===== config.mk =====
export PLATFORM = sky130hd
export DESIGN_NAME = wb_arbiter
export DESIGN_NICKNAME = d
export VERILOG_FILES = /design/src/rtl/wb_arbiter.sv
export SDC_FILE = /design/constraint.sdc
export NUM_CORES = 1
export LEC_CHECK = 0
export ABC_CLOCK_PERIOD_IN_PS = 2900
export BUFFER_PORTS_ARGS = -buffer_cell sky130_fd_sc_hd__buf_2
export CORE_MARGIN = 2
export CORE_UTILIZATION = 57
export DETAILED_ROUTE_END_ITERATION = 6
export PLACE_DENSITY = 0.8
export REMOVE_ABC_BUFFERS = 1
export SYNTH_ARGS = -nofsm -noshare
export SYNTH_HDL_FRONTEND = slang
export SYNTH_SLANG_ARGS = --single-unit

===== constraint.sdc =====
create_clock -name clk -period 2.9 [get_ports clk]
set_input_delay 0.29 -clock clk [delete_from_list [all_inputs] [get_ports clk]]
set_output_delay 0.29 -clock clk [all_outputs]
set_load 0.02 [all_outputs]

===== src/rtl/wb_arbiter.sv =====
// Writeback arbiter: loads win the register-file port, ALU results queue behind them in order.
// Optional build macro WB_ARBITER_X0_DROP_EN discards results addressed to x0.
module wb_arbiter #(
  parameter int DEPTH = 4
) (
  input  logic        clk,
  input  logic        rst,
  input  logic        alu_valid,
  input  logic [4:0]  alu_rd,
  input  logic [31:0] alu_data,
  output logic        alu_ready,
  input  logic        ld_valid,
  input  logic [4:0]  ld_rd,
  input  logic [31:0] ld_data,
  output logic        wr_en,
  output logic [4:0]  wr_reg,
  output logic [31:0] wr_data,
  output logic        busy
);

  localparam int PW = (DEPTH > 1) ? $clog2(DEPTH) : 1;
  localparam int CW = PW + 1;

  typedef enum logic [1:0] {SEL_NONE, SEL_LD, SEL_HEAD, SEL_BYP} sel_e;

  typedef struct packed {
    logic [4:0]  rd;
    logic [31:0] data;
  } wb_ent_t;

  wb_ent_t       mem_q [DEPTH];
  wb_ent_t       head;
  logic [PW-1:0] rd_ptr_q, rd_ptr_d, wr_ptr_q, wr_ptr_d;
  logic [CW-1:0] count_q, count_d;
  logic          wr_en_q, wr_en_d;
  logic [4:0]    wr_reg_q, wr_reg_d;
  logic [31:0]   wr_data_q, wr_data_d;
  sel_e          sel;
  logic          alu_fire, alu_keep, ld_take, push, pop;

  // Ready depends on registered occupancy only, so a full queue stays closed even while popping.
  assign alu_ready = (count_q < CW'(DEPTH));
  assign alu_fire  = alu_valid && alu_ready;
  assign head      = mem_q[rd_ptr_q];

`ifdef WB_ARBITER_X0_DROP_EN
  assign ld_take  = ld_valid && (ld_rd != 5'd0);
  assign alu_keep = alu_fire && (alu_rd != 5'd0);
`else
  assign ld_take  = ld_valid;
  assign alu_keep = alu_fire;
`endif

  // NOTE: every always_comb output gets a default first so no path can infer a latch.
  always_comb begin
    sel       = SEL_NONE;
    wr_en_d   = 1'b1;
    wr_reg_d  = wr_reg_q;
    wr_data_d = wr_data_q;

    if (ld_take)                sel = SEL_LD;
    else if (count_q != '0)     sel = SEL_HEAD;
    else if (alu_keep)          sel = SEL_BYP;

    unique case (sel)
      SEL_LD:   begin wr_reg_d = ld_rd;   wr_data_d = ld_data;   end
      SEL_HEAD: begin wr_reg_d = head.rd; wr_data_d = head.data; end
      SEL_BYP:  begin wr_reg_d = alu_rd;  wr_data_d = alu_data;  end
      SEL_NONE: wr_en_d = 1'b0;
    endcase

    pop      = (sel == SEL_HEAD);
    push     = alu_keep && (sel != SEL_BYP);
    count_d  = count_q + CW'(push) - CW'(pop);
    rd_ptr_d = pop  ? rd_ptr_q + PW'(1) : rd_ptr_q;
    wr_ptr_d = push ? wr_ptr_q + PW'(1) : wr_ptr_q;
  end

  // NOTE: queue storage has no reset; pointers and count alone decide which entries are live.
  always_ff @(posedge clk) begin
    if (push) mem_q[wr_ptr_q] <= '{rd: alu_rd, data: alu_data};
  end

  // NOTE: sequential state uses non-blocking assignments so all registers update together.
  always_ff @(posedge clk or posedge rst) begin
    if (rst) begin
      count_q   <= '0;
      rd_ptr_q  <= '0;
      wr_ptr_q  <= '0;
      wr_en_q   <= 1'b0;
      wr_reg_q  <= '0;
      wr_data_q <= '0;
    end else begin
      count_q   <= count_d;
      rd_ptr_q  <= rd_ptr_d;
      wr_ptr_q  <= wr_ptr_d;
      wr_en_q   <= wr_en_d;
      wr_reg_q  <= wr_reg_d;
      wr_data_q <= wr_data_d;
    end
  end

  assign wr_en   = wr_en_q;
  assign wr_reg  = wr_reg_q;
  assign wr_data = wr_data_q;
  assign busy    = (count_q != '0);

endmodule

======== Word level (Yosys, flattened, before mapping) ========
Memories as Yosys holds them, arrays and structs flattened.
Index checks and enable logic that the tools add are counted.
word-level totals
  register bits ........................... 45
  bits in writable memories ............... 148
  input port bits ......................... 78
  output and inout bits ................... 40
  logic and storage cells ................. 29
  memories kept ........................... 1
memories
  memory  words  width  read ports  clocked after memory_dff  wr ports  RTL line  text
  mem_q   4      37     1           0                         1         31        wb_ent_t mem_q [DEPTH];
cells by class
  $add $sub $neg .......................... 4
  order comparisons ....................... 1
  equality and inequality tests ........... 4
  muxes and demuxes ....................... 8
  reduce and logical (&&, ||, !) cells .... 5
operators by type and width
  operator             count
  $pmux 32 s3          1
  $pmux 5 s3           1
  $mux 2               3
  $reduce_bool 3->1    2
  $add 2x1->2 const B  2
  $eq 2x2->1 const B   2
  $add 3x1->3          1
  $lt 3x3->1 const B   1
  $mux 1               3
  $sub 3x1->3          1
  $eq 2x1->1 const B   1
  $logic_and 1x1->1    2
  $logic_not 2->1      1
  $ne 2x2->1 const B   1

======== Logic depth before layout (Yosys ltp) ========
  depth in word-level cells ............... 9
  depth in mapped cells ................... 10
  gate-level depth less buffers ........... 10

======== Least setup slack after synthesis ========
No wires, ideal clock.
  kind .................................... register to register
  start point ............................. reg count_q[1]
  end point ............................... reg count_q[2]
  setup time .............................. 0.126 ns
  data arrival time ....................... 2.173 ns
  required time ........................... 2.774 ns
  setup slack ............................. 0.601 ns
  cell stages (with the launch flop) ...... 11
  buffers on the path ..................... 1
  clock period less this slack ............ 2.299 ns
  path through ............................ dfrtp_1 nor3_2 clkbuf_1 nor2_1 ha_1 inv_1 ha_1 inv_1 fa_1 xnor2_1 xnor2_1
between the ends
  longest elaborated chain between the ends .. 9
  elaborated cells between the ends (all ways) .. 11
  classes of those cells .................. add/sub: 2; order compare: 1; eq/ne: 2; mux: 3; reduce/logical: 3
RTL lines
  item                      RTL line  text
  start: declaration        34        logic [CW-1:0] count_q, count_d;
  start signal: assignment  94        count_q <= count_d;
  $lt 3x3->1                42        assign alu_ready = (count_q < CW'(DEPTH));
  $logic_and 1x1->1         43        assign alu_fire = alu_valid && alu_ready;
  $mux 2                    63        else if (alu_keep) sel = SEL_BYP;
  $mux 2                    62        else if (count_q != '0) sel = SEL_HEAD;
  $mux 2                    61        if (ld_take) sel = SEL_LD;
  $ne 2x2->1                73        push = alu_keep && (sel != SEL_BYP);
  $logic_and 1x1->1         73
  $add 3x1->3               74        count_d = count_q + CW'(push) - CW'(pop);
  $sub 3x1->3 (*)           74
  named net count_d[2]      34
Mark *: on every way through the listed nets, which the timed path passes. The rest lies on a longest branch.
A chain may end at the register's enable or synchronous reset.

======== Final worst setup path ========
  start point ............................. reg count_q[1]
  end point ............................... out busy
between the ends
  longest elaborated chain between the ends .. 1
RTL lines
  item               RTL line  text
  $reduce_bool 3->1  106       assign busy = (count_q != '0);
  end: declaration   18        output logic busy
Every way passes these cells.

==> flow_metrics.py <==
metrics = {
    "clock_network": {
        "cts.repair_timing.setup_buffer_count": 0,
        "clockBufferDepth": 2,
        "cts_tree": "yes",
        "htree_num_levels": 4,
        "cts_resized": 0,
        "worst_skew_pair.late_latency_ns": 0.43,
        "worst_setup_hold_path_clk_slew_ns": 0.06,
        "tritoncts.num_buffers": 17,
        "postCtsHoldBufs": 0,
        "cts-root-buf": "sky130_fd_sc_hd__clkbuf_16",
        "clock_sinks": 193,
    },
    "sta": {
        "skew_ns": 0.00697,
        "max_freq_mhz": 373,
        "min_period_ns": 2.68,
        "setup_ws_ns": 0.218,
        "worstMarginPinSlew_ns": 1.07,
        "final-max-slew-violation-count": 0,
        "timing_hold_violations_final": 0,
        "max-slew-margin-rel_pct": 28.2,
        "setup_repair_after_global_routing_missed_its_margin": "no",
        "finalSetupViolCount": 0,
        "fin_crit_sh_pct": 92.5,
    },
    "power_and_ir_drop": {
        "cellPowerDensity_nw_per_um2": 971,
        "cellLeakagePower_nw": 3.30,
        "power.ir.vdd_worst_v": 0.000475,
    },
    "placement": {
        "gp_routability_congestion": 0.747,
        "placed_cell_area_um2": 8570,
        "dp_worst_setup_slack_ns": 0.644,
        "dp.final_hpwl_mm": 10.2,
        "io_buffers": 117,
    },
    "final_layout": {
        "largest_register_ff_count": 148,
        "finalNetCount": 646,
        "diodes": 0,
        "layout_commonest_cell": "sky130_fd_sc_hd__edfxtp_1",
        "drive_gt1_share_pct": 36.4,
        "final_area_um2": 9190,
        "area_growth_syn_to_layout_pct": 17.7,
        "final_cell_mix": "sky130_fd_sc_hd__edfxtp_1 (148), sky130_fd_sc_hd__buf_2 (117), sky130_fd_sc_hd__dfrtp_1 (43)",
    },
    "critical_path": {
        "crit_fanout": 40,
        "arrival_ns": 2.39,
        "ff2ff_setup_slack_ns": 0.60,
        "critical_path.startpoint_type": "flop",
        "cp_data_required_time_ns": 2.61,
        "cp-end-kind": "primary output",
        "crit_type": "flop to primary output",
    },
    "routing": {
        "drc": 0,
        "detail_route.iter0.violations": 457,
        "dr.pass1.iters": 5,
        "drtAntennaViolNets": 0,
        "routed_wirelength_mm": 17.7,
        "detail_route.vias_per_cell": 6.37,
        "via_count": 4780,
        "wire_per_inst_um": 23.6,
    },
    "floorplanning": {
        "die_area_um2": 14600,
        "io-pin-count": 118,
        "die_y_um": 121,
        "effective_utilization_at_floorplan_pct": 58.7,
        "floorplan.core_area_um2": 13300,
        "die_width_um": 121,
        "row_count": 42,
    },
    "grt": {
        "globalRouteTotalUtil_pct": 25.9,
        "grt_antenna_before_repair": 1,
        "grt_overflow": 0,
        "grt_first_pass_wirelength_mm": 27.4,
        "grt_start_max_net_pins": 46,
        "number_of_global_route_vias_before_repair": 4733,
    },
    "synth": {
        "syn_area_um2": 7810,
        "mean_instance_size_in_the_synthesized_netlist_um2": 17.2,
        "sequential_area_share_after_synthesis_pct": 71.4,
        "ys_warn_count": 0,
        "ys_types": 26,
        "synth_async_reset_ratio_pct": 23.3,
        "synth_edf_count": 148,
        "yosys_most_used_dff": "sky130_fd_sc_hd__edfxtp_1",
        "synth_seq_cells": 193,
        "postSynthCellCount": 453,
    },
    "outcome": {
        "result_of_the_run": "complete, no violations",
    },
    "hold_path": {
        "worst_hold_path_type": "primary input to flop",
    },
    "run": {
        "max_cap_violations": 0,
    },
}
-- synthesized netlist by cell type, drive strengths merged, types with 2 or more instances --
cell	n	area (um2)
xnor2	4	35.0
nor3	37	190
nand3	40	200
buf	29	173
inv	10	37.5
ha	6	75.1
and2	4	25.0
clkbuf	11	41.3
nor2	2	7.51
mux4	37	833
a32oi	37	324
edfxtp	148	4440
a31oi	36	225
dfrtp	45	1130
-- through the flow --
step,power (W),TNS (ns),hold WS [ns],util [%],instances
floorplan,0.00557,-23.54,0.389,-,413
global placement,0.00643,0,0.514,64.5,718
detailed placement,0.00653,0,0.526,64.5,718
CTS,0.00897,0,0.0745,69.1,750
global route,0.00929,0,0.0736,69.1,750
finish,0.00892,0,0.0909,69.1,750
-- final cells by class --
| class | instances | area [um2] |
|---|---|---|
| inverters | 10 | 37.5 |
| clock buffers | 18 | 429 |
| repair buffers | 129 | 738 |
| well taps | 176 | 220 |
| multi-input cells | 210 | 2000 |
| fillers | 880 | 4110 |
| flip-flops and latches | 193 | 5570 |
| clock inverters | 14 | 186 |
-- final timing paths --
path | startpoint | end | cells past startpoint
max | count_q[1] | busy | 5
min | alu_data[17] | mem_q[0][17] | 1
max reg2reg | count_q[1] | wr_data[9] | 4
min reg2reg | wr_reg[0] | wr_reg[0] | 2
max in group asynchronous | rst | rd_ptr_q[1] | 2
min in group asynchronous | rst | wr_data[8] | 2
-- metal layers --
layer  GRT usage [%]  routed length, um
met4            7.99                265
met1            35.5               6730
met2            41.3               9100
met3            6.63               1620
met5               0                  0
-- critical path, stage by stage, from the launching register on --
cell	delay [ns]
sky130_fd_sc_hd__dfrtp_1	0.46
sky130_fd_sc_hd__nor3_4	0.20
sky130_fd_sc_hd__buf_4	0.47
sky130_fd_sc_hd__inv_2	0.35
sky130_fd_sc_hd__buf_12	0.28
sky130_fd_sc_hd__buf_2	0.18
-- kinds of logic (layout without fill, tap and decap cells) --
logic type      after synthesis  count (layout)  share of synthesized area [%]
flops                       193             193                           71.4
simple gates                 86              86                           5.66
compound gates               74              74                           7.16
buf+inv                      50             171                           3.22
mux                          38              38                           10.8
fa+ha+maj                     7               7                           1.22
xor+xnor                      5               5                          0.561
-- power by group --
part / switching, W / internal, W / leakage, nW
sequential: 0.000387 / 0.00357 / 1.88
clock: 0.00100 / 0.00144 / 0.302
combinational: 0.00141 / 0.00111 / 1.13
Note: power is estimated with default switching activity, not from simulation.
